File: src/rtl/mem_pkg.sv
// Shared types for the load/store unit: access size codes, data_mem op codes,
// LSU FSM states and the latched request record.
package mem_pkg;

  typedef enum logic [1:0] {
    SZ_BYTE = 2'b00,
    SZ_HALF = 2'b01,
    SZ_WORD = 2'b10,
    SZ_ILL  = 2'b11
  } size_e;

  localparam logic [1:0] MEM_NONE = 2'b00;
  localparam logic [1:0] MEM_WORD = 2'b01;
  localparam logic [1:0] MEM_HALF = 2'b10;
  localparam logic [1:0] MEM_BYTE = 2'b11;

  typedef enum logic [1:0] {
    ST_IDLE,
    ST_ACCESS,
    ST_SPLIT,
    ST_RESP
  } lsu_state_e;

  typedef struct packed {
    logic        we;
    size_e       size;
    logic        sgn;
    logic [31:0] addr;
    logic [31:0] wdata;
  } lsu_req_t;

  // Index of the last byte touched by an access (bytes - 1).
  function automatic logic [1:0] size_last(input size_e s);
    case (s)
      SZ_HALF: return 2'd1;
      SZ_WORD: return 2'd3;
      default: return 2'd0;
    endcase
  endfunction

  function automatic logic [1:0] size_op(input size_e s);
    case (s)
      SZ_BYTE: return MEM_BYTE;
      SZ_HALF: return MEM_HALF;
      SZ_WORD: return MEM_WORD;
      default: return MEM_NONE;
    endcase
  endfunction

  function automatic logic is_aligned(input size_e s, input logic [1:0] a);
    case (s)
      SZ_HALF: return (a[0] == 1'b0);
      SZ_WORD: return (a == 2'b00);
      default: return 1'b1;
    endcase
  endfunction

endpackage

File: src/rtl/mem_lsu_if.sv
// Request/response handshake plus the data_mem bus driven by the LSU.
interface mem_lsu_if;
  logic        req_valid;
  logic        req_ready;
  logic        req_we;
  logic [1:0]  req_size;
  logic        req_signed;
  logic [31:0] req_addr;
  logic [31:0] req_wdata;
  logic        rsp_valid;
  logic [31:0] rsp_rdata;
  logic        rsp_err;
  logic [1:0]  write_mem;
  logic [2:0]  read_mem;
  logic [31:0] address;
  logic [31:0] write_data;
  logic [31:0] out_mem;

  modport master (
    input  req_valid, req_we, req_size, req_signed, req_addr, req_wdata, out_mem,
    output req_ready, rsp_valid, rsp_rdata, rsp_err,
           write_mem, read_mem, address, write_data
  );

  modport slave (
    output req_valid, req_we, req_size, req_signed, req_addr, req_wdata, out_mem,
    input  req_ready, rsp_valid, rsp_rdata, rsp_err,
           write_mem, read_mem, address, write_data
  );
endinterface

File: src/rtl/lsu_extend.sv
// Sign/zero extension of an assembled load value by access size.
module lsu_extend
  import mem_pkg::*;
(
  input  logic [31:0] val_i,
  input  size_e       size_i,
  input  logic        sgn_i,
  output logic [31:0] val_o
);
  always_comb begin
    val_o = val_i;
    case (size_i)
      SZ_BYTE: val_o = {{24{sgn_i & val_i[7]}},  val_i[7:0]};
      SZ_HALF: val_o = {{16{sgn_i & val_i[15]}}, val_i[15:0]};
      default: ;
    endcase
  end
endmodule

File: src/rtl/mem_lsu.sv
// Load/store unit: one request at a time, misaligned half/word accesses are
// broken into byte cycles and reassembled before the one-cycle response.
module mem_lsu
  import mem_pkg::*;
#(
  parameter int MEM_BYTES = 128
) (
  input  logic       clk,
  input  logic       rst,
  mem_lsu_if.master  bus
);

  lsu_state_e  state_q, state_d;
  lsu_req_t    req_q, req_d;
  logic [1:0]  idx_q, idx_d;
  logic [31:0] acc_q, acc_d;
  logic [31:0] rdata_q, rdata_d;
  logic        err_q, err_d;

  size_e       in_size;
  logic [32:0] in_end;
  logic        in_bad;
  logic [31:0] acc_merge, ext_in, ext_out;
  logic [7:0]  wbyte;

  assign in_size = size_e'(bus.req_size);
  // 33-bit sum so addresses near 2^32 cannot wrap back into range
  assign in_end  = {1'b0, bus.req_addr} + {31'b0, size_last(in_size)};
  assign in_bad  = (in_size == SZ_ILL) || (in_end >= 33'(MEM_BYTES));

  assign acc_merge = acc_q | ({24'b0, bus.out_mem[7:0]} << {idx_q, 3'b000});
  assign ext_in    = (state_q == ST_SPLIT) ? acc_merge : bus.out_mem;

  lsu_extend u_ext (
    .val_i  (ext_in),
    .size_i (req_q.size),
    .sgn_i  (req_q.sgn),
    .val_o  (ext_out)
  );

  always_comb begin
    wbyte = req_q.wdata[7:0];
    case (idx_q)
      2'd1:    wbyte = req_q.wdata[15:8];
      2'd2:    wbyte = req_q.wdata[23:16];
      2'd3:    wbyte = req_q.wdata[31:24];
      default: ;
    endcase
  end

  always_comb begin
    state_d       = state_q;
    req_d         = req_q;
    idx_d         = idx_q;
    acc_d         = acc_q;
    rdata_d       = rdata_q;
    err_d         = err_q;
    bus.write_mem = MEM_NONE;
    bus.read_mem  = 3'b000;
    case (state_q)
      ST_IDLE: begin
        if (bus.req_valid) begin
          req_d.we    = bus.req_we;
          req_d.size  = in_size;
          req_d.sgn   = bus.req_signed;
          req_d.addr  = bus.req_addr;
          req_d.wdata = bus.req_wdata;
          idx_d       = 2'd0;
          acc_d       = '0;
          if (in_bad) begin
            state_d = ST_RESP;
            rdata_d = '0;
            err_d   = 1'b1;
          end else if (is_aligned(in_size, bus.req_addr[1:0])) begin
            state_d = ST_ACCESS;
          end else begin
            state_d = ST_SPLIT;
          end
        end
      end
      ST_ACCESS: begin
        if (req_q.we) bus.write_mem = size_op(req_q.size);
        else          bus.read_mem  = {req_q.sgn & (req_q.size != SZ_WORD), size_op(req_q.size)};
        rdata_d = req_q.we ? '0 : ext_out;
        err_d   = 1'b0;
        state_d = ST_RESP;
      end
      ST_SPLIT: begin
        if (req_q.we) bus.write_mem = MEM_BYTE;
        else          bus.read_mem  = {1'b0, MEM_BYTE};
        acc_d = acc_merge;
        idx_d = idx_q + 2'd1;
        if (idx_q == size_last(req_q.size)) begin
          rdata_d = req_q.we ? '0 : ext_out;
          err_d   = 1'b0;
          state_d = ST_RESP;
        end
      end
      ST_RESP: state_d = ST_IDLE;
      default: state_d = ST_IDLE;
    endcase
  end

  always_ff @(posedge clk or negedge rst) begin
    if (!rst) begin
      state_q <= ST_IDLE;
      req_q   <= '0;
      idx_q   <= 2'd0;
      acc_q   <= '0;
      rdata_q <= '0;
      err_q   <= 1'b0;
    end else begin
      state_q <= state_d;
      req_q   <= req_d;
      idx_q   <= idx_d;
      acc_q   <= acc_d;
      rdata_q <= rdata_d;
      err_q   <= err_d;
    end
  end

  assign bus.req_ready  = (state_q == ST_IDLE);
  assign bus.rsp_valid  = (state_q == ST_RESP);
  assign bus.rsp_rdata  = rdata_q;
  assign bus.rsp_err    = err_q;
  assign bus.address    = req_q.addr + {30'b0, idx_q};
  assign bus.write_data = (state_q == ST_SPLIT) ? {24'b0, wbyte} : req_q.wdata;

endmodule
File: src/flat_wrapper.sv
// flat-port wrapper written by rule: the top's interface ports become plain ports
module mem_lsu_flat import mem_pkg::*;
#(
  parameter int MEM_BYTES = 128
)
  (clk, rst, bus_req_valid, bus_req_we, bus_req_size, bus_req_signed, bus_req_addr, bus_req_wdata, bus_out_mem, bus_req_ready, bus_rsp_valid, bus_rsp_rdata, bus_rsp_err, bus_write_mem, bus_read_mem, bus_address, bus_write_data);
  mem_lsu_if bus_i ();
  input  logic clk;
  input  logic rst;
  input wire logic [$bits(bus_i.req_valid)-1:0] bus_req_valid;
  input wire logic [$bits(bus_i.req_we)-1:0] bus_req_we;
  input wire logic [$bits(bus_i.req_size)-1:0] bus_req_size;
  input wire logic [$bits(bus_i.req_signed)-1:0] bus_req_signed;
  input wire logic [$bits(bus_i.req_addr)-1:0] bus_req_addr;
  input wire logic [$bits(bus_i.req_wdata)-1:0] bus_req_wdata;
  input wire logic [$bits(bus_i.out_mem)-1:0] bus_out_mem;
  output wire logic [$bits(bus_i.req_ready)-1:0] bus_req_ready;
  output wire logic [$bits(bus_i.rsp_valid)-1:0] bus_rsp_valid;
  output wire logic [$bits(bus_i.rsp_rdata)-1:0] bus_rsp_rdata;
  output wire logic [$bits(bus_i.rsp_err)-1:0] bus_rsp_err;
  output wire logic [$bits(bus_i.write_mem)-1:0] bus_write_mem;
  output wire logic [$bits(bus_i.read_mem)-1:0] bus_read_mem;
  output wire logic [$bits(bus_i.address)-1:0] bus_address;
  output wire logic [$bits(bus_i.write_data)-1:0] bus_write_data;
  assign bus_i.req_valid = bus_req_valid;
  assign bus_i.req_we = bus_req_we;
  assign bus_i.req_size = bus_req_size;
  assign bus_i.req_signed = bus_req_signed;
  assign bus_i.req_addr = bus_req_addr;
  assign bus_i.req_wdata = bus_req_wdata;
  assign bus_i.out_mem = bus_out_mem;
  assign bus_req_ready = bus_i.req_ready;
  assign bus_rsp_valid = bus_i.rsp_valid;
  assign bus_rsp_rdata = bus_i.rsp_rdata;
  assign bus_rsp_err = bus_i.rsp_err;
  assign bus_write_mem = bus_i.write_mem;
  assign bus_read_mem = bus_i.read_mem;
  assign bus_address = bus_i.address;
  assign bus_write_data = bus_i.write_data;
  mem_lsu #(.MEM_BYTES(MEM_BYTES)) u_core (.clk(clk), .rst(rst), .bus(bus_i));
endmodule
File: config.mk
export PLATFORM = sky130hd
export DESIGN_NAME = mem_lsu_flat
export DESIGN_NICKNAME = d
export VERILOG_FILES = /design/src/rtl/mem_pkg.sv /design/src/rtl/mem_lsu_if.sv /design/src/rtl/lsu_extend.sv /design/src/rtl/mem_lsu.sv /design/src/flat_wrapper.sv
export SDC_FILE = /design/constraint.sdc
export NUM_CORES = 1
export LEC_CHECK = 0
export ABC_AREA = 1
export CAP_MARGIN = 20
export CELL_PAD_IN_SITES_DETAIL_PLACEMENT = 1
export CELL_PAD_IN_SITES_GLOBAL_PLACEMENT = 1
export CORE_AREA = 2 2 154 156
export CTS_BUF_LIST = sky130_fd_sc_hd__clkbuf_2
export DETAILED_ROUTE_END_ITERATION = 10
export DIE_AREA = 0 0 156 158
export MAX_ROUTING_LAYER = met4
export PLACE_DENSITY_LB_ADDON = 0.1
export REMOVE_ABC_BUFFERS = 1
export SLEW_MARGIN = 20
export SYNTH_ARGS = -nofsm -noshare
export SYNTH_HDL_FRONTEND = slang
export SYNTH_HIERARCHICAL = 1
export SYNTH_SLANG_ARGS = --single-unit
File: constraint.sdc
create_clock -name clk -period 6.1 [get_ports clk]
set_clock_uncertainty 0.1 [all_clocks]
set_input_delay 1.22 -clock clk [delete_from_list [all_inputs] [get_ports clk]]
set_output_delay 1.22 -clock clk [all_outputs]
set_load 0.005 [all_outputs]
# --- Word level (Yosys, flattened, before mapping) ---
# Index checks and enable logic that the tools add are counted.
classes:
  n_eq_ne: 16
  order_cmp: 1
  bitwise_logic: 5
  div_mod_pow: 0
  shifts: 1
  multipliers: 0
  add_sub_neg: 3
  reduce_logical: 10
  muxes: 36
ops:
  columns: ["operator", "count"]
  rows:
  - ["$mux W32", 7]
  - ["$pmux W32 S2", 2]
  - ["$pmux W32 S3", 1]
  - ["$add A32 B2 Y33", 1]
  - ["$ge A33 B8 Y1 const B", 1]
  - ["$add A32 B2 Y32", 1]
  - ["$or A32 B32 Y32", 1]
  - ["$shl A8 B5 Y32", 1]
  - ["$pmux W8 S3", 1]
  - ["$mux W2", 9]
  - ["$pmux W2 S2", 4]
  - ["$eq A2 B2 Y1 const B", 7]
  - ["$eq A2 B1 Y1 const B", 4]
  - ["$pmux W2 S4", 1]
  - ["$logic_not A2 Y1", 3]
  - ["$mux W1", 6]
  - ["$pmux W2 S3", 1]
  - ["$pmux W3 S2", 1]
  - ["$reduce_and A2 Y1", 3]
  - ["$ne A2 B1 Y1 const B", 2]
  - ["$ne A2 B2 Y1 const B", 2]
  - ["$reduce_and A4 Y1", 1]
  - ["$and A1 B1 Y1", 3]
  - ["$mux W3", 1]
  - ["8 further kinds", 8]
word_totals:
  latch_bits: 0
  n_memories: 0
  reg_bits: 137
  out_inout_bits: 104
  rom_bits: 0
  wordCells: 82
  mem_bits_rw: 0
  input_bits: 103

# --- Depth between registers and ports, before layout ---
logic_depth:
  ltp_word: 12
  mapped_depth: 21
  ltp_nobuf: 20

# --- Modules after synthesis ---
# Netlist, hierarchy kept.
by_module_without_submodules:
  columns: ["mod", "cells_per_inst", "seq_area_each_um2", "area_each_um2", "instances"]
  rows:
  - ["mem_lsu", 1255, 3428.3, 8609.5, 1]
  - ["lsu_extend", 72, 0.0, 466.7, 1]

# --- Least setup slack after synthesis ---
# OpenSTA, ideal clock, no wires.
synth_timing:
  path_type: "flip-flop to output port"
  from: "register u_core.idx_q[1]"
  to: "output port bus_address[28]"
  path_buffers: 2
  arrival_ps: 2918
  path_stages_with_launch: 19
  slack_ps: 1862
  required_time_ps: 4780
  cell_sequence: "dfrtp_1 clkbuf_1 inv_1 clkbuf_1 fa_1 inv_1 nand3_1 nor2_1 nand3_1 nor2_1 nand3_1 nor2_1 nand2_1 nor2_1 nand2_1 nor2_1 nand2_1 o21ai_0 nand2_1"
synth_between:
  elab_chain_cells: 1
synth_rtl:
  columns: ["item", "line", "rtl"]
  rows:
  - ["from (decl)", "mem_lsu.sv:15", "logic [1:0] idx_q, idx_d;"]
  - ["from (signal assigned)", "mem_lsu.sv:115", "idx_q <= idx_d;"]
  - ["$add A32 B2 Y32", "mem_lsu.sv:126", "assign bus.address = req_q.addr + {30'b0, idx_q};"]
  - ["to (decl)", "flat_wrapper.sv:23", "output wire logic [$bits(bus_i.address)-1:0] bus_address;"]
# No other way between the ends.

# --- Worst setup path after layout ---
layout_timing:
  from: "register u_core/req_q[32] (netlist bit)"
  to: "output port bus_address[28]"
layout_between:
  elab_chain_cells: 1
layout_rtl:
  columns: ["item", "line", "rtl"]
  rows:
  - ["from (decl)", "mem_lsu.sv:14", "lsu_req_t req_q, req_d;"]
  - ["from (signal assigned)", "mem_lsu.sv:114", "req_q <= req_d;"]
  - ["$add A32 B2 Y32", "mem_lsu.sv:126", null]
# No other way between the ends.

==> results.py <==
metrics = {
    "synth": {
        "ys_seq_area_share_pct": 37.8,
        "synthTopCellsByArea": "dfrtp_1, nand2_1, inv_1",
        "synth_area_per_cell_um2": 6.84,
        "synth-main-ff-cell": "dfrtp_1",
        "synthDominantCellAreaShare_pct": 37.8,
        "synth_cell_types": 36,
        "synth_commonest_cells": "nand2_1, inv_1, dfrtp_1, nor2_1, o21ai_0",
        "yosysTopAreaCell": "dfrtp_1",
        "yosys_register_bits": 137,
        "ys_warn_count": 6,
        "synth.most_common_cell": "nand2_1",
        "async_flop_share_pct": 100,
        "synth_edf_count": 0,
        "synthCells": 1327,
        "syn_area_um2": 9080,
    },
    "floorplan": {
        "placementRows": 56,
        "start_util_pct": 39.4,
        "design.portCount": 207,
        "die_w_um": 156,
        "core_um2": 23100,
        "dieArea_um2": 24600,
        "die_h_um": 158,
    },
    "setup_path": {
        "endpoint_kind": "output pin",
        "rr_worst_depth": 10,
        "cp-start-kind": "flip-flop",
        "rr_endpoint": "u_core/bus.rsp_rdata[8]",
        "slowest_stage": "clkdlybuf4s50_1",
        "path_delay_family": "simple AND/OR/NAND/NOR gates",
        "max_stage_delay_ns": 0.49,
        "path_buf_inv": 3,
        "crit_chain": "ha_1 > inv_1 > fa_1 > inv_1 > nand3_1 > nor2_1 > nand3_1 > nor2_1 > nand3_1 > nor2_1 > nand2_1 > nor2_2 > nand2_1 > nor2_1 > nand2_1 > nor2_1 > nand2_1 > nand2_1 > clkdlybuf4s50_1",
        "r2r_slack_ns": 2.87,
        "arrival_ns": 4.24,
        "rr_startpoint": "u_core/req_q[65]",
        "worstSetupPathType": "flip-flop to output pin",
        "crit_required_ns": 4.78,
        "critPathMaxFanout": 3,
    },
    "global_route": {
        "grt_pass1_wl_um": 48500,
        "grt_pass1_vias": 9494,
        "grt_usage_pct": 25.7,
        "grt_antenna_before_repair": 3,
        "grt_max_degree": 104,
        "overflow": 0,
    },
    "place": {
        "pre_cts_slack_ns": 0.954,
        "placedInstanceArea_um2": 11300,
        "io_buffer_count": 206,
        "gp_congestion": 0.890,
        "hpwl_um": 21900,
    },
    "detailed_routing": {
        "drt_pre_antenna_iters": 4,
        "post-route-drc-count": 0,
        "first_iter_violations": 417,
        "antenna_left": 0,
        "routed_wl_um": 30300,
        "vias_per_cell": 5.00,
        "routedWlPerCell_um": 16.7,
        "vias": 9049,
    },
    "cells_and_area": {
        "multiInputGateArea_um2": 4560,
        "area_growth_pct": 27.6,
        "regArea_um2": 3430,
        "fill_cells": 2996,
        "final_nets": 1627,
        "design_area_um2": 11600,
        "drive_gt1_share_pct": 6.99,
    },
    "cts": {
        "htree_num_levels": 4,
        "clk_latency_ns": 0.71,
        "postCtsSetupRepairBufs": 0,
        "root_buffer": "clkbuf_2",
        "clockBufferDepth": 2,
        "hold_buffers": 0,
        "postCtsResizedCells": 0,
        "cts_tree": "built",
        "clkTransAtPathRegs_ns": 0.27,
        "numCtsBuffers": 17,
        "cts_sinks": 137,
    },
    "sta": {
        "max-slew-margin-rel_pct": 32.7,
        "rsz0062_at_grt": "no",
        "hold_viol_final": 0,
        "setup_tns_ns": 0,
        "maxSlewViolCount": 0,
        "max_freq_mhz": 180,
        "setup_slack_ns": 0.542,
        "setup_viol": 0,
        "period_needed_ns": 5.56,
        "worstMarginPinSlew_ns": 1.01,
        "fin_crit_sh_pct": 91.1,
    },
    "job": {
        "max_cap_violations": 0,
    },
    "run_status": {
        "status": "complete, no violations",
    },
    "power_and_ir_drop": {
        "p_leak_uw": 0.00578,
        "ir_worst_vdd_uv": 223,
        "p_per_area_nw_per_um2": 444,
    },
    "hold_path": {
        "hold_path_class": "primary input to async pin",
    },
}
[layout by cell type (no fill, tap or decap), types with 6 or more instances in the layout]
cell	count
nand3_2	12
nor3_1	11
inv_1	194
nand3_1	73
clkdlybuf4s50_1	205
o21ai_0	125
xor2_1	22
inv_6	6
clkbuf_2	18
a21oi_1	19
nor2_2	10
nor2_1	128
nand2_2	16
nor2_4	8
o22ai_1	26
ha_1	17
xnor2_1	13
dfrtp_1	137
buf_4	14
a211oi_1	8
nand2_1	400
nand4_1	21
[sequential cells by signal, summed over array words and instances, names as in the netlist]
register              cells
u_core/req_q             68
u_core/acc_q             32
u_core/idx_q              2
u_core/bus.rsp_err        1
u_core/state_q            2
u_core/bus.rsp_rdata     32
[cells by family (layout without fill, tap and decap cells)]
logic type,after synthesis,after routing,synth area share [%]
AO/OA/AOI/OAI,182,182,10.7
XOR/XNOR,35,35,3.38
adder cells (fa/ha/maj),20,20,2.92
buffers and inverters,262,452,12.0
flip-flops,137,137,37.8
other,0,3,0
AND/OR/NAND/NOR,691,691,33.2
[worst register-to-register path: stages (launching register included)]
cell     delay [ns]
dfrtp_1        0.77
inv_1          0.23
ha_1           0.35
xor2_1         0.16
o21ai_0        0.16
o21ai_0        0.22
nor2_2         0.13
buf_4          0.38
nand2_4        0.36
nand2_1        0.18
nand2_1        0.08
[report_power, final]
| part | total, uW | internal (uW) | switching [uW] |
|---|---|---|---|
| Sequential | 1550 | 1290 | 262 |
| Combinational | 2950 | 1260 | 1690 |
| Clock | 639 | 241 | 398 |
| Total | 5140 | 2790 | 2350 |
[stage by stage]
stage | hold WS, ns | utilization, % | power (uW) | std cells
after floorplan | 0.359 | - | 3110 | 1264
after global placement | 0.357 | 48.9 | 4450 | 1774
after detailed placement | 0.358 | 48.9 | 4550 | 1774
after CTS | 0.412 | 50.1 | 5210 | 1806
after global routing | 0.170 | 50.2 | 5620 | 1810
final | 0.257 | 50.2 | 5140 | 1810
[worst max path at each step]
stage,startpoint,cells past startpoint,slack [ns],to
after floorplan,u_core/state_q[0],6,1.27,bus_write_data[0]
after global placement,bus_req_size[0],21,1.12,u_core/bus.rsp_rdata[21]
after detailed placement,bus_req_size[0],21,0.95,u_core/bus.rsp_rdata[15]
after CTS,u_core/req_q[32],19,0.37,bus_address[28]
after global routing,u_core/req_q[32],19,0.06,bus_address[28]
final,u_core/req_q[32],19,0.54,bus_address[28]
[layer usage]
layer	GRT usage, %	vias to the layer above	part of all wire, %
met1	30.1	4399	43
li1	-	4487	-
met2	46.3	140	52
met3	4.00	23	3.3
met5	-	-	0
met4	6.33	0	1.5
[cell type report]
cell class	count	area share, %
repair buffers	221	19.0
clock buffers	18	0.778
clock inverters	14	1.58
well taps	290	3.13
flip-flops and latches	137	29.6
inverters	199	6.47
diodes	3	0.0648
multi-input cells	928	39.4
Note: power is estimated with default switching activity, not from simulation.
